--- src/rtl/boot_pkg.sv ---
// Shared types and constants for the instruction-memory boot loader.
package boot_pkg;

  localparam int unsigned BYTE_W     = 8;
  localparam int unsigned WORD_BYTES = 4;
  localparam int unsigned HDR_BYTES  = 2;
  localparam int unsigned CHK_BYTES  = 1;

  typedef enum logic [2:0] {
    HDR_HI,
    HDR_LO,
    DATA,
    CHECK,
    DONE,
    ERROR
  } boot_state_e;

  function automatic logic [31:0] word_addr(input logic [31:0] base,
                                            input logic [15:0] idx);
    return base + {14'b0, idx, 2'b00};
  endfunction

endpackage

--- src/rtl/boot_word_assembler.sv ---
// Packs an MSB-first byte stream into 32-bit words; word_valid pulses one
// cycle after the fourth byte of a word is shifted in.
module boot_word_assembler
  import boot_pkg::*;
(
  input  logic              clk,
  input  logic              rst,
  input  logic              clear,
  input  logic              shift_en,
  input  logic [BYTE_W-1:0] din,
  output logic              last_byte,
  output logic              word_valid,
  output logic [31:0]       word
);

  logic [1:0]  idx;
  logic [31:0] sr;

  assign last_byte = (idx == 2'(WORD_BYTES - 1));
  assign word      = sr;

  always_ff @(posedge clk or negedge rst) begin
    if (!rst) begin
      idx        <= '0;
      sr         <= '0;
      word_valid <= 1'b0;
    end else if (clear) begin
      idx        <= '0;
      sr         <= '0;
      word_valid <= 1'b0;
    end else begin
      word_valid <= shift_en && last_byte;
      if (shift_en) begin
        idx <= idx + 2'd1;
        sr  <= {sr[31-BYTE_W:0], din};
      end
    end
  end

endmodule

--- src/rtl/imem_boot_loader.sv ---
// Streams a checksummed program image into instruction memory and holds the
// core in reset until the image has been loaded and verified.
module imem_boot_loader
  import boot_pkg::*;
#(
  parameter int unsigned DEPTH     = 256,
  parameter logic [31:0] BASE_ADDR = 32'h0000_0000
) (
  input  logic        clk,
  input  logic        rst,
  input  logic        byte_valid,
  input  logic [7:0]  byte_data,
  output logic        byte_ready,
  input  logic        start,
  output logic        imem_we,
  output logic [31:0] imem_addr,
  output logic [31:0] imem_wd,
  output logic        core_rst_n,
  output logic        done,
  output logic        error,
  output logic [15:0] words_loaded
);

  boot_state_e state, state_next;

  logic [7:0]  hdr_hi;
  logic [7:0]  run_xor;
  logic [15:0] word_cnt;
  logic [15:0] hdr_n;
  logic        xfer;
  logic        rearm;
  logic        shift_en;
  logic        last_byte;
  logic        last_word;

  assign byte_ready = (state != DONE) && (state != ERROR);
  assign done       = (state == DONE);
  assign error      = (state == ERROR);
  assign xfer       = byte_valid && byte_ready;
  assign rearm      = start && !byte_ready;
  assign hdr_n      = {hdr_hi, byte_data};
  assign shift_en   = xfer && (state == DATA);
  assign last_word  = (words_loaded + 16'd1) == word_cnt;

  boot_word_assembler u_asm (
    .clk       (clk),
    .rst       (rst),
    .clear     (rearm),
    .shift_en  (shift_en),
    .din       (byte_data),
    .last_byte (last_byte),
    .word_valid(imem_we),
    .word      (imem_wd)
  );

  always_ff @(posedge clk or negedge rst) begin
    if (!rst) state <= HDR_HI;
    else      state <= state_next;
  end

  always_comb begin
    state_next = state;
    unique case (state)
      HDR_HI: if (xfer) state_next = HDR_LO;
      HDR_LO: begin
        if (xfer) begin
          if (32'(hdr_n) > DEPTH) state_next = ERROR;
          else if (hdr_n == '0)   state_next = CHECK;
          else                    state_next = DATA;
        end
      end
      DATA:        if (shift_en && last_byte && last_word) state_next = CHECK;
      CHECK:       if (xfer) state_next = (byte_data == run_xor) ? DONE : ERROR;
      DONE, ERROR: if (start) state_next = HDR_HI;
      default:     state_next = HDR_HI;
    endcase
  end

  // Count and address update on the edge of the word's last byte, so the
  // write cycle shows the incremented count beside the pre-increment address.
  always_ff @(posedge clk or negedge rst) begin
    if (!rst) begin
      hdr_hi       <= '0;
      run_xor      <= '0;
      word_cnt     <= '0;
      words_loaded <= '0;
      imem_addr    <= BASE_ADDR;
      core_rst_n   <= 1'b0;
    end else begin
      core_rst_n <= (state == DONE) && (state_next == DONE);
      if (rearm) begin
        hdr_hi       <= '0;
        run_xor      <= '0;
        word_cnt     <= '0;
        words_loaded <= '0;
        imem_addr    <= BASE_ADDR;
      end else begin
        if (xfer)                     run_xor  <= run_xor ^ byte_data;
        if (xfer && state == HDR_HI)  hdr_hi   <= byte_data;
        if (xfer && state == HDR_LO)  word_cnt <= hdr_n;
        if (shift_en && last_byte) begin
          words_loaded <= words_loaded + 16'd1;
          imem_addr    <= word_addr(BASE_ADDR, words_loaded);
        end
      end
    end
  end

endmodule
--- config.mk ---
export PLATFORM = sky130hd
export DESIGN_NAME = imem_boot_loader
export DESIGN_NICKNAME = d
export VERILOG_FILES = /design/src/rtl/boot_pkg.sv /design/src/rtl/boot_word_assembler.sv /design/src/rtl/imem_boot_loader.sv
export SDC_FILE = /design/constraint.sdc
export NUM_CORES = 1
export LEC_CHECK = 0
export ABC_CLOCK_PERIOD_IN_PS = 2800
export CAP_MARGIN = 20
export CELL_PAD_IN_SITES_DETAIL_PLACEMENT = 0
export CELL_PAD_IN_SITES_GLOBAL_PLACEMENT = 1
export CORE_MARGIN = 4
export CORE_UTILIZATION = 42
export CTS_CLUSTER_SIZE = 12
export DETAILED_ROUTE_END_ITERATION = 16
export HOLD_SLACK_MARGIN = 0.05
export PLACE_DENSITY = 0.92
export SYNTH_ARGS = -nofsm -noshare
export SYNTH_HDL_FRONTEND = slang
export SYNTH_SLANG_ARGS = --single-unit
--- constraint.sdc ---
create_clock -name clk -period 2.8 [get_ports clk]
set_input_delay 0.28 -clock clk [delete_from_list [all_inputs] [get_ports clk]]
set_output_delay 0.28 -clock clk [all_outputs]
set_load 0.02 [all_outputs]
# [Word-level counts from Yosys, hierarchy flattened]
# Index checks and enable logic that the tools add are counted.
# Widths: inputs -> output; s select.
[totals] register_bits=119 latch_bits=0 mem_bits_rw=0 rom_bits=0 input_bits=12 n_memories=0
[classes] n_addsub=2 mul=0 div_mod_pow=0 order_cmp=1 n_eq_ne=11 shift=0 muxes=24 bitwise=1 reduce_logical=18
[op_table] op="$mux 32" count=4
[op_table] op="$mux 16" count=4
[op_table] op="$mux 8" count=4
[op_table] op="$mux 3" count=6
[op_table] op="$add 16x1->16 const B" count=1
[op_table] op="$eq 16x16->1" count=1
[op_table] op="$gt 16x9->1 const B" count=1
[op_table] op="$logic_not 16->1" count=1
[op_table] op="$pmux 3 s5" count=1
[op_table] op="$reduce_bool 2->1" count=5
[op_table] op="$eq 3x3->1 const B" count=3
[op_table] op="$logic_and 1x1->1" count=9
[op_table] op="$eq 8x8->1" count=1
[op_table] op="$xor 8x8->8" count=1
[op_table] op="$eq 3x2->1 const B" count=2
[op_table] op="$ne 3x3->1 const B" count=2
[op_table] op="$mux 2" count=2
[op_table] op="$eq 3x1->1 const B" count=1
[op_table] op="$logic_not 3->1" count=1
[op_table] op="$mux 1" count=3
[op_table] op="$add 2x1->2 const B" count=1
[op_table] op="$eq 2x2->1 const B" count=1
[op_table] op="$reduce_or 2->1" count=1
[op_table] op="$logic_not 1->1" count=1

# [Logic depth before layout (Yosys ltp)]
# Gate-level depths: netlist (run 1).
[depth] depth_word=10 depth_mapped=8

# [Modules after synthesis]
# Synthesis (run 1) repeated with hierarchy kept, for this count alone.
[hier_totals] hier_cells=568 area_unflattened_um2=5252.5
[by_module_without_submodules] module="imem_boot_loader" instances=1 cells_each=454 area_each_um2=3796.1 seq_area_each_um2=1701.6
[by_module_without_submodules] module="boot_word_assembler" instances=1 cells_each=114 area_each_um2=1456.4 seq_area_each_um2=875.8

# [Worst setup path after synthesis (run 1)]
# OpenSTA, ideal clock, no wires.
[synth_timing] kind="reg2reg" startpoint="register words_loaded[0]" endpoint="register state[0]" setup_ns=0.092 arrival_time_ns=1.891 slack_ns=0.817 path_stages_with_launch=8 path_buffers=0 period_less_slack_ns=1.983 cell_sequence="dfrtp_1 ha_1 nand3_2 nor4_4 xnor2_1 nor4_2 nand4_1 o31ai_2"
[synth_between] elab_chain_len=5
[synth_rtl] item="start, declared" line="imem_boot_loader.sv:21" rtl="output logic [15:0] words_loaded"
[synth_rtl] item="start signal, assigned" line="imem_boot_loader.sv:102" rtl="words_loaded <= words_loaded + 16'd1;"
[synth_rtl] item="$add 16x1->16" line="imem_boot_loader.sv:43" rtl="assign last_word = (words_loaded + 16'd1) == word_cnt;"
[synth_rtl] item="$eq 16x16->1" line="imem_boot_loader.sv:43"
[synth_rtl] item="$logic_and 1x1->1" line="imem_boot_loader.sv:72" rtl="DATA: if (shift_en && last_byte && last_word) state_next = CHECK;"
[synth_rtl] item="$mux 3" line="imem_boot_loader.sv:72"
[synth_rtl] item="$pmux 3 s5" line="imem_boot_loader.sv:63" rtl="unique case (state)"
[synth_rtl] item="named net state_next[0]" line="imem_boot_loader.sv:24" rtl="boot_state_e state, state_next;"
[synth_rtl] item="end signal, assigned" line="imem_boot_loader.sv:58" rtl="else state <= state_next;"
[synth_rtl] item="end, declared" line="imem_boot_loader.sv:24"
# The timed path passes the listed nets, and every way through them passes these cells.
# A chain may end at the register's enable or synchronous reset.

# [Worst setup path after layout (run 1)]
[layout_timing] startpoint="register state[1]" endpoint="output done"
[layout_between] elab_chain_len=1
[layout_rtl] item="$eq 3x3->1" line="imem_boot_loader.sv:37" rtl="assign done = (state == DONE);"
[layout_rtl] item="end, declared" line="imem_boot_loader.sv:19" rtl="output logic done,"
# No other way between the ends.

==> Flow_metrics.wiki, run 1 <==
{| class="wikitable"
! Metric !! Value
|-
| Routed wire length per instance || 15.60 um
|-
| Via count of the first global-routing pass || about 4200
|-
| Data arrival at the endpoint of the critical path || 2170 ps
|-
| Fraction of layout instances using a drive strength above 1 || 6.870%
|-
| IR Drop Worst-Case VDD || approximately 0.44 mV
|-
| Final period utilization || between 80 and 90%
|-
| Pre-Repair DR Iteration Count || 5
|-
| Outcome || completed
|-
| Data required time of the worst path || roughly 2500 ps
|-
| Aggregate global-route resource usage || between 10% and 20%
|-
| Total vias in the final route || 4282
|-
| Final WL || 12510 um
|-
| Seq/Total Area, Yosys || 50.35%
|-
| FILL cells || approximately 1100
|-
| Standby leakage power || between 2 and 3 nW
|-
| Cell Int Power || between 2 and 3 mW
|-
| Pins over their slew limit || 0
|-
| ANT nets after route || 0
|-
| Proportion of synthesized flip-flops having asynchronous set or reset || 100.0%
|-
| Number of gates resized after cts || 0
|-
| Type of origin of the critical path || flip-flop
|-
| Height of the chip || 118.4 um
|-
| Final setup fails || 0
|-
| Sort of element at the end of the critical path || primary output
|-
| Mapped cell area || roughly 0.005 mm^2
|-
| Finished Cell Area || 0.006294 mm^2
|-
| Commonest register cell after synthesis || dfrtp_1
|-
| Count of different cell masters after synthesis || between 50 and 60
|-
| Die footprint || between 0.01 and 0.015 mm^2
|-
| Sequential power share || 43.6%
|-
| Final worst clock skew || around 11 ps
|-
| Placement Rows || 40
|-
| Setup TNS || 0 ps
|-
| Commonest non-fill, non-tap cells in the layout || 174 x nand2_1, 103 x dfrtp_1, 79 x clkdlybuf4s50_1
|-
| Crit path kind || flip-flop to primary output
|-
| Number of clock buffers inserted by TritonCTS || 9
|-
| Synthesized flop and latch total || 103
|-
| Gate count of the mapped netlist || slightly below 600
|-
| Placed instance count || 785
|-
| Final Net Count || 664
|-
| First-pass GRT wire length || about 21000 um
|-
| Non-filler instance count after layout || 802
|-
| Die X || 118.4 um
|-
| Total area of sequential cells || approximately 0.0026 mm^2
|-
| Initial standard-cell utilization of the core || 42.79%
|-
| Highest fanout seen on the critical path || 13
|-
| Area used by multi-input combinational logic || 0.002270 mm^2
|-
| Clk root buf || clkbuf_16
|-
| Maximum achievable frequency || ~410 MHz
|-
| Gpl congestion || 0.9302
|-
| Clock input transition at the sequential cells of the worst setup and hold paths || 80 ps
|-
| PnR worst setup slack || 347.7 ps
|-
| Detail Placement HPWL || 8555 um
|-
| Core footprint || about 0.012 mm^2
|-
| Area growth from synthesis to layout || 22.95%
|-
| Clock network fraction of total power || 28.8%
|-
| Number of H-tree levels || 3
|-
| FF-to-FF setup slack || 580 ps
|-
| Max Buffers Root-to-Sink || 2
|-
| Clock period minus worst slack || around 2500 ps
|-
| Relative contribution of combinational cells to total power || 27.6%
|-
| Setup WS pre-CTS || 494.6 ps
|-
| Congestion Overflow GR || 0
|-
| Count of port buffers added during placement || 80
|-
| Number of antenna violations at the first check in global routing || 0
|-
| Transition time of the tightest slew-check pin || 737.9 ps
|-
| I/O pin total || 97
|-
| Largest net degree at the start of global routing || 54
|-
| Antenna cells || 0
|-
| Via count normalized by instance count || 5.339
|-
| Post-synth EDFFs || 0
|-
| Normalized max-slew margin || about half
|-
| Number of failing hold endpoints at the final stage || 0
|-
| Most common cell after layout, fill and taps aside || nand2_1
|-
| Hold Path Class || flip-flop to flip-flop
|-
| Later-pin clock latency in the skew report || 350 ps
|-
| Max cap viols || 0
|-
| Clock tree from TritonCTS || done
|-
| Hold slack final || 502.5 ps
|-
| Power Dens Cells || about 740 mW/mm^2
|-
| Syn. warnings || 0
|-
| Placed standard-cell area || slightly below 0.006 mm^2
|-
| DRC || 0
|-
| Number of clock sinks || 103
|-
| Mean Syn Cell Area || 8.735 um^2
|-
| Switching share of power || ~35%
|-
| Number of buffers added to fix hold violations after cts || 1
|-
| Switching power || between 1.5 and 2 mW
|-
| 1st-iter DRT viols || between 300 and 400
|-
| Unrepaired setup endpoints after global routing || false
|-
| Number of setup buffers added after CTS || 0
|}
[routing by layer]
layer,part of all wire [%],vias to the layer above,global-route usage (%)
li1,-,2063,-
met1,45,2084,25.89
met2,48,121,27.37
met3,5.3,14,4.163
met4,1.7,0,5.720
met5,0,-,0
[per-stage QoR]
step,power [mW],utilization (%)
finish,4.635,52.62
global route,4.921,52.62
CTS,4.666,52.62
detailed placement,3.314,49.85
global placement,3.281,49.85
floorplan,2.892,-
[registers in the layout, summed over array words and instances, names as in the netlist]
register / flops
state: 3
words_loaded: 16
run_xor: 8
u_asm.word: 32
core_rst_n: 1
imem_addr: 16
hdr_hi: 8
u_asm.idx: 2
word_cnt: 16
u_asm.word_valid: 1
[critical path, cell delays in order, from the launching register on]
cell	delay, ps
dfrtp_1	520
nor2b_1	280
inv_1	260
nor2_1	150
clkdlybuf4s50_1	610
[path summary, 6_finish.rpt]
| kind | start | to | depth (start not counted) |
|---|---|---|---|
| setup / recovery | state[1] | done | 4 |
| hold / removal | imem_addr[9] | imem_addr[9] | 2 |
| setup reg to reg | words_loaded[0] | state[0] | 7 |
| hold reg to reg | imem_addr[9] | imem_addr[9] | 2 |
| max in group asynchronous | rst | u_asm.word[26] | 3 |
| min in group asynchronous | rst | imem_addr[10] | 2 |
[cells in the mapped netlist (3+ instances only)]
master	count	area, um^2
nand3_1	30	150.1
xnor2_1	21	183.9
a21oi_1	64	320.3
nor3_1	4	20.02
o21ai_0	36	180.2
nor4_1	6	37.54
nor2_1	19	71.32
xor2_1	13	113.9
nand2_1	174	653.1
o31ai_1	8	60.06
dfrtp_1	103	2577
nor2b_1	3	18.77
buf_1	3	11.26
buf_4	18	135.1
and3_1	3	18.77
nand4_1	4	25.02
clkbuf_1	30	112.6
[layout make-up]
type | instances | share of cell area (%)
repair buffers | 95 | 14.71
clock inverters | 7 | 1.511
clock buffers | 9 | 3.579
flip-flops and latches | 103 | 40.95
multi-input cells | 438 | 36.06
well taps | 147 | 2.922
inverters | 3 | 0.2584
[power groups by stage]
stage / combinational [mW] / clock, mW / sequential, mW
2_1_floorplan: 0.895 / 0 / 2.00
3_3_place_gp: 1.25 / 0 / 2.03
3_5_place_dp: 1.27 / 0 / 2.04
4_1_cts: 1.29 / 1.36 / 2.02
5_1_grt: 1.43 / 1.43 / 2.06
6_report: 1.28 / 1.34 / 2.02
[logic make-up after synthesis]
logic type                 Yosys count  share of synthesized area (%)
and+or+nand+nor                    266                          23.88
AOI/OAI and AO/OA                  119                          12.76
DFF                                103                          50.35
buffers and inverters               60                          6.429
xor gates and xnor gates            34                          5.818
adders and majority gates            2                         0.4888
other                                1                        0.07326
muxes                                1                         0.1956
Power figures use the tool's default switching activity.
==> inputs of run 2 (changes only) <==
- SKIP_CTS_REPAIR_TIMING: unset -> 1
==> results of run 2 <==
The final DEF is identical to that of run 1; final timing and power are the same.
==> inputs of run 3 (changes only) <==
- CORE_MARGIN: 4 -> unset
==> run 3 against run 2 <==
Design area is 0.89% lower. Power is 2.5% lower. Worst hold slack lost 6.1 ps. Sequential share of layout area up 0.37 points. Setup slack better by 23 ps. Die area shrank 9.9%. Clock skew down 3.6 ps.
==> Flow_metrics.wiki, run 3 (synthesis gave the netlist of run 1 again) <==
{| class="wikitable"
! Metric !! Value
|-
| Reg2Reg Capture Point || state[0] (unchanged)
|-
| IR Drop Worst-Case VDD || 0.4285 mV (was 0.4407 mV)
|-
| Placed standard-cell area || 0.005943 mm^2 (was 0.005963 mm^2)
|-
| Clock tree from TritonCTS || done (unchanged)
|-
| Routed wire length per instance || 15.52 um (was 15.60 um)
|-
| Hold slack final || 496.4 ps (was 502.5 ps)
|-
| Startpoint of the worst hold path || imem_addr[17] (was imem_addr[9])
|-
| ANT nets after route || 0 (unchanged)
|-
| DRC || 0 (unchanged)
|-
| Number of clock sinks || 103 (unchanged)
|-
| Total vias in the final route || 4226 (was 4282)
|-
| Crit path kind || flip-flop to primary output (unchanged)
|-
| Final WL || 12360 um (was 12510 um)
|-
| Outcome || completed (unchanged)
|-
| Final setup fails || 0 (unchanged)
|-
| Hold Path Class || flip-flop to flip-flop (unchanged)
|-
| 1st-iter DRT viols || 384 (was 320)
|-
| Die footprint || 0.01263 mm^2 (was 0.01402 mm^2)
|-
| Count of port buffers added during placement || 80 (unchanged)
|-
| Switching share of power || 35.68% (was 35.42%)
|-
| Congestion Overflow GR || 0 (unchanged)
|-
| PnR worst setup slack || 370.6 ps (was 347.7 ps)
|-
| Via count of the first global-routing pass || 4187 (was 4195)
|-
| Highest fanout seen on the critical path || 13 (unchanged)
|-
| Number of clock buffers inserted by TritonCTS || 9 (unchanged)
|-
| Final Net Count || 662 (was 664)
|-
| Crit path launch || state[1] (unchanged)
|-
| Initial standard-cell utilization of the core || 43.89% (was 42.79%)
|-
| Hold Path Sink || imem_addr[17] (was imem_addr[9])
|-
| Transition time of the tightest slew-check pin || 689.6 ps (was 737.9 ps)
|-
| Number of H-tree levels || 3 (unchanged)
|-
| Sort of element at the end of the critical path || primary output (unchanged)
|-
| Worst r2r path cells || 6 (was 7)
|-
| Placement Rows || 39 (was 40)
|-
| Power Dens Cells || 724.4 mW/mm^2 (was 736.5 mW/mm^2)
|-
| Gpl congestion || 0.8935 (was 0.9302)
|-
| Via count normalized by instance count || 5.309 (was 5.339)
|-
| Switching power || 1.612 mW (was 1.642 mW)
|-
| Pre-Repair DR Iteration Count || 5 (unchanged)
|-
| Unrepaired setup endpoints after global routing || false (unchanged)
|-
| Flip-flop count of the largest register, all copies and words added || 32 (unchanged)
|-
| Setup WS pre-CTS || 546.1 ps (was 494.6 ps)
|-
| First-pass GRT wire length || 21320 um (was 21070 um)
|-
| Height of the chip || 112.4 um (was 118.4 um)
|-
| Aggregate global-route resource usage || 20.96% (was 18.09%)
|-
| Most common cell after layout, fill and taps aside || nand2_1 (unchanged)
|-
| Number of antenna violations at the first check in global routing || 0 (unchanged)
|-
| Maximum achievable frequency || 411.6 MHz (was 407.8 MHz)
|-
| Later-pin clock latency in the skew report || 350 ps (about the same)
|-
| Clk root buf || clkbuf_16 (unchanged)
|-
| Finished Cell Area || 0.006237 mm^2 (was 0.006294 mm^2)
|-
| Clock period minus worst slack || 2429 ps (was 2452 ps)
|-
| FF-to-FF setup slack || 640 ps (was 580 ps)
|-
| Sequential power share || 44.7% (was 43.6%)
|-
| Number of failing hold endpoints at the final stage || 0 (unchanged)
|-
| Type of origin of the critical path || flip-flop (unchanged)
|-
| Die X || 112.4 um (was 118.4 um)
|-
| Max cap viols || 0 (unchanged)
|-
| Standby leakage power || 2.724 nW (was 2.761 nW)
|-
| Final worst clock skew || 6.870 ps (was 10.52 ps)
|-
| Largest net degree at the start of global routing || 61 (was 54)
|-
| Fraction of layout instances using a drive strength above 1 || 6.585% (was 6.870%)
|-
| I/O pin total || 97 (unchanged)
|-
| Max Buffers Root-to-Sink || 2 (unchanged)
|-
| Final period utilization || 86.76% (was 87.58%)
|-
| Cell Int Power || 2.906 mW (was 2.993 mW)
|-
| Data arrival at the endpoint of the critical path || 2150 ps (was 2170 ps)
|-
| R2r startpoint || words_loaded[2] (was words_loaded[0])
|-
| Commonest non-fill, non-tap cells in the layout || 174 x nand2_1, 103 x dfrtp_1, 79 x clkdlybuf4s50_1 (unchanged)
|-
| Data required time of the worst path || 2520 ps (about the same)
|-
| Relative contribution of combinational cells to total power || 28.7% (was 27.6%)
|-
| Antenna cells || 0 (unchanged)
|-
| Detail Placement HPWL || 8362 um (was 8555 um)
|-
| Core footprint || 0.01166 mm^2 (was 0.01196 mm^2)
|-
| Area growth from synthesis to layout || 21.85% (was 22.95%)
|-
| Clock network fraction of total power || 26.7% (was 28.8%)
|-
| Setup TNS || 0 ps (unchanged)
|-
| Core occupancy in the finished layout || 53.48% (was 52.62%)
|-
| Pins over their slew limit || 0 (unchanged)
|-
| Clock input transition at the sequential cells of the worst setup and hold paths || 70 ps (was 80 ps)
|-
| Hold depth || 2 (unchanged)
|-
| Normalized max-slew margin || 54.03% (was 50.81%)
|}
[run 3: cell count changes in the layout (fill, tap and decap cells not counted), moves of 2 or more]
cell	delta
inv_8	-2
inv_6	-2
clkinvlp_4	+3
buf_4	-2
[run 3: final cells by class]
cell class	count	area (um^2)
Tap cell	143	178.9
Timing Repair Buffer	93	910.9
Multi-Input combinational cell	438	2270
Clock buffer	10	239.0
Sequential cell	103	2577
Fill cell	1074	5425
Inverter	3	16.27
Clock inverter	6	45.04
[run 3: critical path, cell delays in order, from the launching register on]
cell	delay, ps
dfrtp_1	500
nor2b_1	280
inv_1	260
nor2_1	150
clkdlybuf4s50_1	620
[run 3: metal layers]
metal / part of all wire (%) / vias to the layer above / track usage (%)
li1: - / 2052 / -
met1: 47 / 2016 / 30.04
met2: 47 / 146 / 32.34
met3: 5.2 / 12 / 3.618
met4: 1.2 / 0 / 6.933
met5: 0 / - / 0
[run 3: metrics by stage]
stage / total power [mW] / cells
finish: 4.518 / 796
global route: 4.794 / 796
CTS: 4.536 / 795
detailed placement: 3.331 / 779
global placement: 3.295 / 779
floorplan: 2.892 / 601
[run 3: power groups by stage]
stage	clock, mW	combinational, mW	sequential [mW]
detailed placement	0	1.29	2.04
global route	1.28	1.46	2.06
CTS	1.22	1.30	2.02
global placement	0	1.26	2.03
finish	1.20	1.29	2.02
floorplan	0	0.895	2.00
[run 3: worst max path at each step]
stage,endpoint,cells past startpoint
2_1_floorplan,state[0],7
3_3_place_gp,state[0],7
3_5_place_dp,state[0],7
4_1_cts,done,4
5_1_grt,done,4
6_report,done,4
==> variant 1: new RTL, config.mk and constraints of run 2 <==
Change the parameter `DEPTH` from 256 to 128.
--- a/src/rtl/imem_boot_loader.sv
+++ b/src/rtl/imem_boot_loader.sv
@@ -3,7 +3,7 @@
 module imem_boot_loader
   import boot_pkg::*;
 #(
-  parameter int unsigned DEPTH     = 256,
+  parameter int unsigned DEPTH     = 128,
   parameter logic [31:0] BASE_ADDR = 32'h0000_0000
 ) (
   input  logic        clk,
Function: changed (a bounded check fails within 4 cycles, from zero or initial values and one cycle with rst low).
==> variant 1 against run 2 <==
Clock skew is 0.0020 ns lower. Synthesized area is 3.6% higher. Total power is 2.6% lower. Fmax increased by 1.3%. Clock power is 6% lower. Design area is 2.5% higher. Sequential cell count stayed put. Worst setup slack improved by 0.031 ns. Wire length is 3.8% higher. First-iteration DRC count grew 14%. Non-clock buffer count down 2. Synthesized cell count grew 6.3%.
==> variant 1: results <==
[place]
post-dp-hpwl_um = 8800
place_congestion = 0.892
io_buffers = 80
dpl-instance-area_mm2 = 0.00614

[finish]
diodes = 0
largest_register_ffs = 32
drive_gt1_share_pct = 5.88
layout.nets = 689
fillers = 1171

[detailed_routing]
drt_iter0_markers = 365
totalWireLength_um = 13000
vias_per_cell = 5.37
dr.pass1.iters = 4
antenna_left = 0

[yosys]
ys_types = 58
synth.area.top_cells = dfrtp_1, nand2_1, a21oi_1, o21ai_0, nand3_1
yosysWarnings = 0
synthTopCellsByCount = nand2_1, dfrtp_1, a21oi_1, clkbuf_1, o21ai_0
synthArstFlopShare_pct = 100
synth_ff_type = dfrtp_1
seq_area_frac_synth_pct = 48.6

[clock_network]
cts_buffers = 9
cts_max_path_buffers = 2
root_buffer = clkbuf_16
clk_pin_slew_worst_paths_ns = 0.08
cts-htree-levels = 3
insertion_delay_ns = 0.36

[run_status]
status = finished clean

[worst_hold_path]
hold_path.class = reg -> reg
worstHoldStart = imem_addr[12]$_DFFE_PN0P_

[setup_path]
crit_start = state[1]$_DFF_PN0_
cp_slowest_cell = clkdlybuf4s50_1
worst-path-max-fanout = 13
cpPeakStageDelay_ns = 0.62
reg2reg_from = words_loaded[0]$_DFFE_PN0P_

[pwr]
p_leak_nw = 2.78
vdd_drop_max_uv = 685

[global_route]
antenna_found_initial = 0
grtUsageTotal_pct = 18.6
grt_pass1_wl_um = 21800
grt_pass1_vias = 4226
grt_max_degree = 60

[sta]
skew_ns = 0.00855
worstMarginPinSlew_ns = 0.898
[variant 1: power breakdown]
part	total [mW]	internal, mW	switching, mW
Clock	1.26	0.634	0.629
Sequential	2.00	1.74	0.267
Combinational	1.25	0.506	0.739
Total	4.51	2.88	1.64
[variant 1: stage by stage]
stage / util, % / cells / setup slack [ns]
5_1_grt: 53.1 / 848 / 0.0813
4_1_cts: 53.0 / 847 / 0.393
6_report: 53.1 / 848 / 0.379
2_1_floorplan: - / 638 / 0.616
3_5_place_dp: 50.5 / 831 / 0.439
3_3_place_gp: 50.5 / 831 / 0.521
[variant 1: area by class of cell]
cell class	count	area (µm²)	share of cell area [%]
Clock buffer	9	225	3.49
Sequential cell	103	2580	39.9
Timing Repair Buffer	93	911	14.1
Tap cell	168	210	3.26
Inverter	5	18.8	0.291
Multi-Input combinational cell	463	2430	37.7
Clock inverter	7	78.8	1.22
[variant 1: layer usage]
layer  global-route usage, %  up-vias  part of all wire [%]
li1                        -     2195                     -
met1                    26.5     2189                    46
met4                    6.16        0                   1.7
met5                       0        -                     0
met3                    4.68       17                   6.4
met2                    27.8      152                    46
[variant 1: final timing paths]
kind	end	slack, ns	cells past startpoint
setup / recovery	done	0.38	4
hold / removal	imem_addr[12]$_DFFE_PN0P_	0.50	2
setup reg to reg	state[0]$_DFF_PN0_	0.41	7
hold reg to reg	imem_addr[12]$_DFFE_PN0P_	0.50	2
max in group asynchronous	u_asm.word[22]$_DFFE_PN0P_	1.55	3
min in group asynchronous	imem_addr[8]$_DFFE_PN0P_	0.53	2
[variant 1: cells by family (layout without fill, tap and decap cells)]
logic type	after synthesis	in the layout	share of synthesized area, %
buffers and inverters	72	114	6.63
flip-flops	103	103	48.6
other	1	16	0.0707
AO/OA/AOI/OAI	139	139	14.8
multiplexers	6	6	1.16
XOR/XNOR	24	24	4.25
AND/OR/NAND/NOR	276	276	24.0
adder cells (fa/ha/maj)	2	2	0.472
[variant 1: critical path: cells and delay by family, from the launching register on]
kind,cells,cell delay [ns]
simple gates,2,0.42
buf+inv,2,0.87
flops,1,0.48
==> variant 2: new RTL, flow settings as in run 2 <==
Made on the original files. Register the output `error`, with the module's reset; this adds one clock of latency there. The other outputs are not delayed to match.
--- a/src/rtl/imem_boot_loader.sv
+++ b/src/rtl/imem_boot_loader.sv
@@ -35,7 +35,13 @@
 
   assign byte_ready = (state != DONE) && (state != ERROR);
   assign done       = (state == DONE);
-  assign error      = (state == ERROR);
+  always_ff @(posedge clk or negedge rst) begin
+    if (!rst) begin
+      error <= '0;
+    end else begin
+      error <= (state == ERROR);
+    end
+  end
   assign xfer       = byte_valid && byte_ready;
   assign rearm      = start && !byte_ready;
   assign hdr_n      = {hdr_hi, byte_data};
Formal check against the unedited RTL: not equivalent (Yosys sat finds a counterexample within 4 cycles, from zero or initial values and one cycle with rst low).
==> variant 2 against run 2 <==
Clock skew fell by 0.0025 ns. Cell count fell by 0.25%. Combinational power rose by 4%. Worst setup slack improved by 0.10 ns. Total power fell by 0.50%. Largest power group unchanged. Design area fell by 0.58%. Synthesized area rose by 0.34%. Critical path type unchanged. Wire length fell by 2.1%. Sequential share of layout area rose by 0.64 points. Sequential cell count rose by 1.
==> variant 2: results <==
[run_status]
status = finished clean

[detailed_routing]
wl_met3_um = 758
dr.pass1.iters = 7
totalWireLength_um = 12200
vias_per_cell = 5.35
topRoutingLayerUsed = met4
wl_met2_um = 5690
met1Wirelength_um = 5590
drt_iter0_markers = 319

[yosys]
synthArstFlopShare_pct = 100
seq_area_frac_synth_pct = 50.7
yosysWarnings = 0
ys_types = 47
synth_ff_type = dfrtp_1
synth.area.top_cells = dfrtp_1, nand2_1, a21oi_1, o21ai_0, nand3_1
synthTopCellsByCount = nand2_1, dfrtp_1, a21oi_1, o21ai_0, nand3_1

[finish]
drive_gt1_share_pct = 7.04
layout.nets = 662

[pwr]
power_frac_comb_pct = 28.9
p_leak_nw = 2.78
switchingPower_mw = 1.66
clkPwrFrac_pct = 26.1
pg_comb_mw = 1.33
vdd_drop_max_uv = 483

[setup_path]
crit_family = buffers and inverters
crit_end = done
cp_slowest_cell = clkdlybuf4s50_1
critPathArrivalTime_ns = 2.07
worst-path-max-fanout = 14
cpPeakStageDelay_ns = 0.61
reg2reg_from = words_loaded[3]$_DFFE_PN0P_
crit_start = state[1]$_DFF_PN0_
r2r_slack_ns = 0.61
worstRegToRegCells = 6

[sta]
skew_ns = 0.00799
fmax_mhz = 426
whs_ns = 0.473
worstMarginPinSlew_ns = 0.614

[clock_network]
cts-htree-levels = 3
clk_pin_slew_worst_paths_ns = 0.07
root_buffer = clkbuf_16
cts_max_path_buffers = 2
insertion_delay_ns = 0.35

[global_route]
grt_pass1_vias = 4216
use_met3_pct = 4.40
grt_pass1_wl_um = 21100
grt_util_met1_pct = 25.1
grtUsageTotal_pct = 18.0
grt_max_degree = 90
use_met2_pct = 27.6

[place]
place_congestion = 0.891
dpl-instance-area_mm2 = 0.00595
place_ws_ns = 0.347
post-dp-hpwl_um = 8450
io_buffers = 80

[worst_hold_path]
hold_path.class = in -> async
## variant 2: area by class of cell
class                           instances  area (µm²)
Inverter                                5        18.8
Sequential cell                       104        2600
Fill cell                            1125        5750
Clock buffer                           10         229
Timing Repair Buffer                   97         941
Tap cell                              147         184
Clock inverter                          6        51.3
Multi-Input combinational cell        431        2230
## variant 2: cell families (layout without fill, tap and decap cells)
kind of cell / after synthesis / count (layout) / synth area share, %
adders and majority gates: 2 / 2 / 0.487
DFF: 104 / 104 / 50.7
other: 1 / 16 / 0.0730
buffers and inverters: 69 / 118 / 7.02
AOI/OAI and AO/OA: 128 / 128 / 14.4
xor gates and xnor gates: 33 / 33 / 5.77
muxes: 1 / 1 / 0.219
and+or+nand+nor: 251 / 251 / 21.3
## variant 2: per-stage QoR
step / util (%) / instances
6_report: 52.1 / 800
4_1_cts: 51.8 / 798
3_3_place_gp: 49.5 / 782
3_5_place_dp: 49.5 / 782
2_1_floorplan: - / 604
5_1_grt: 52.1 / 800
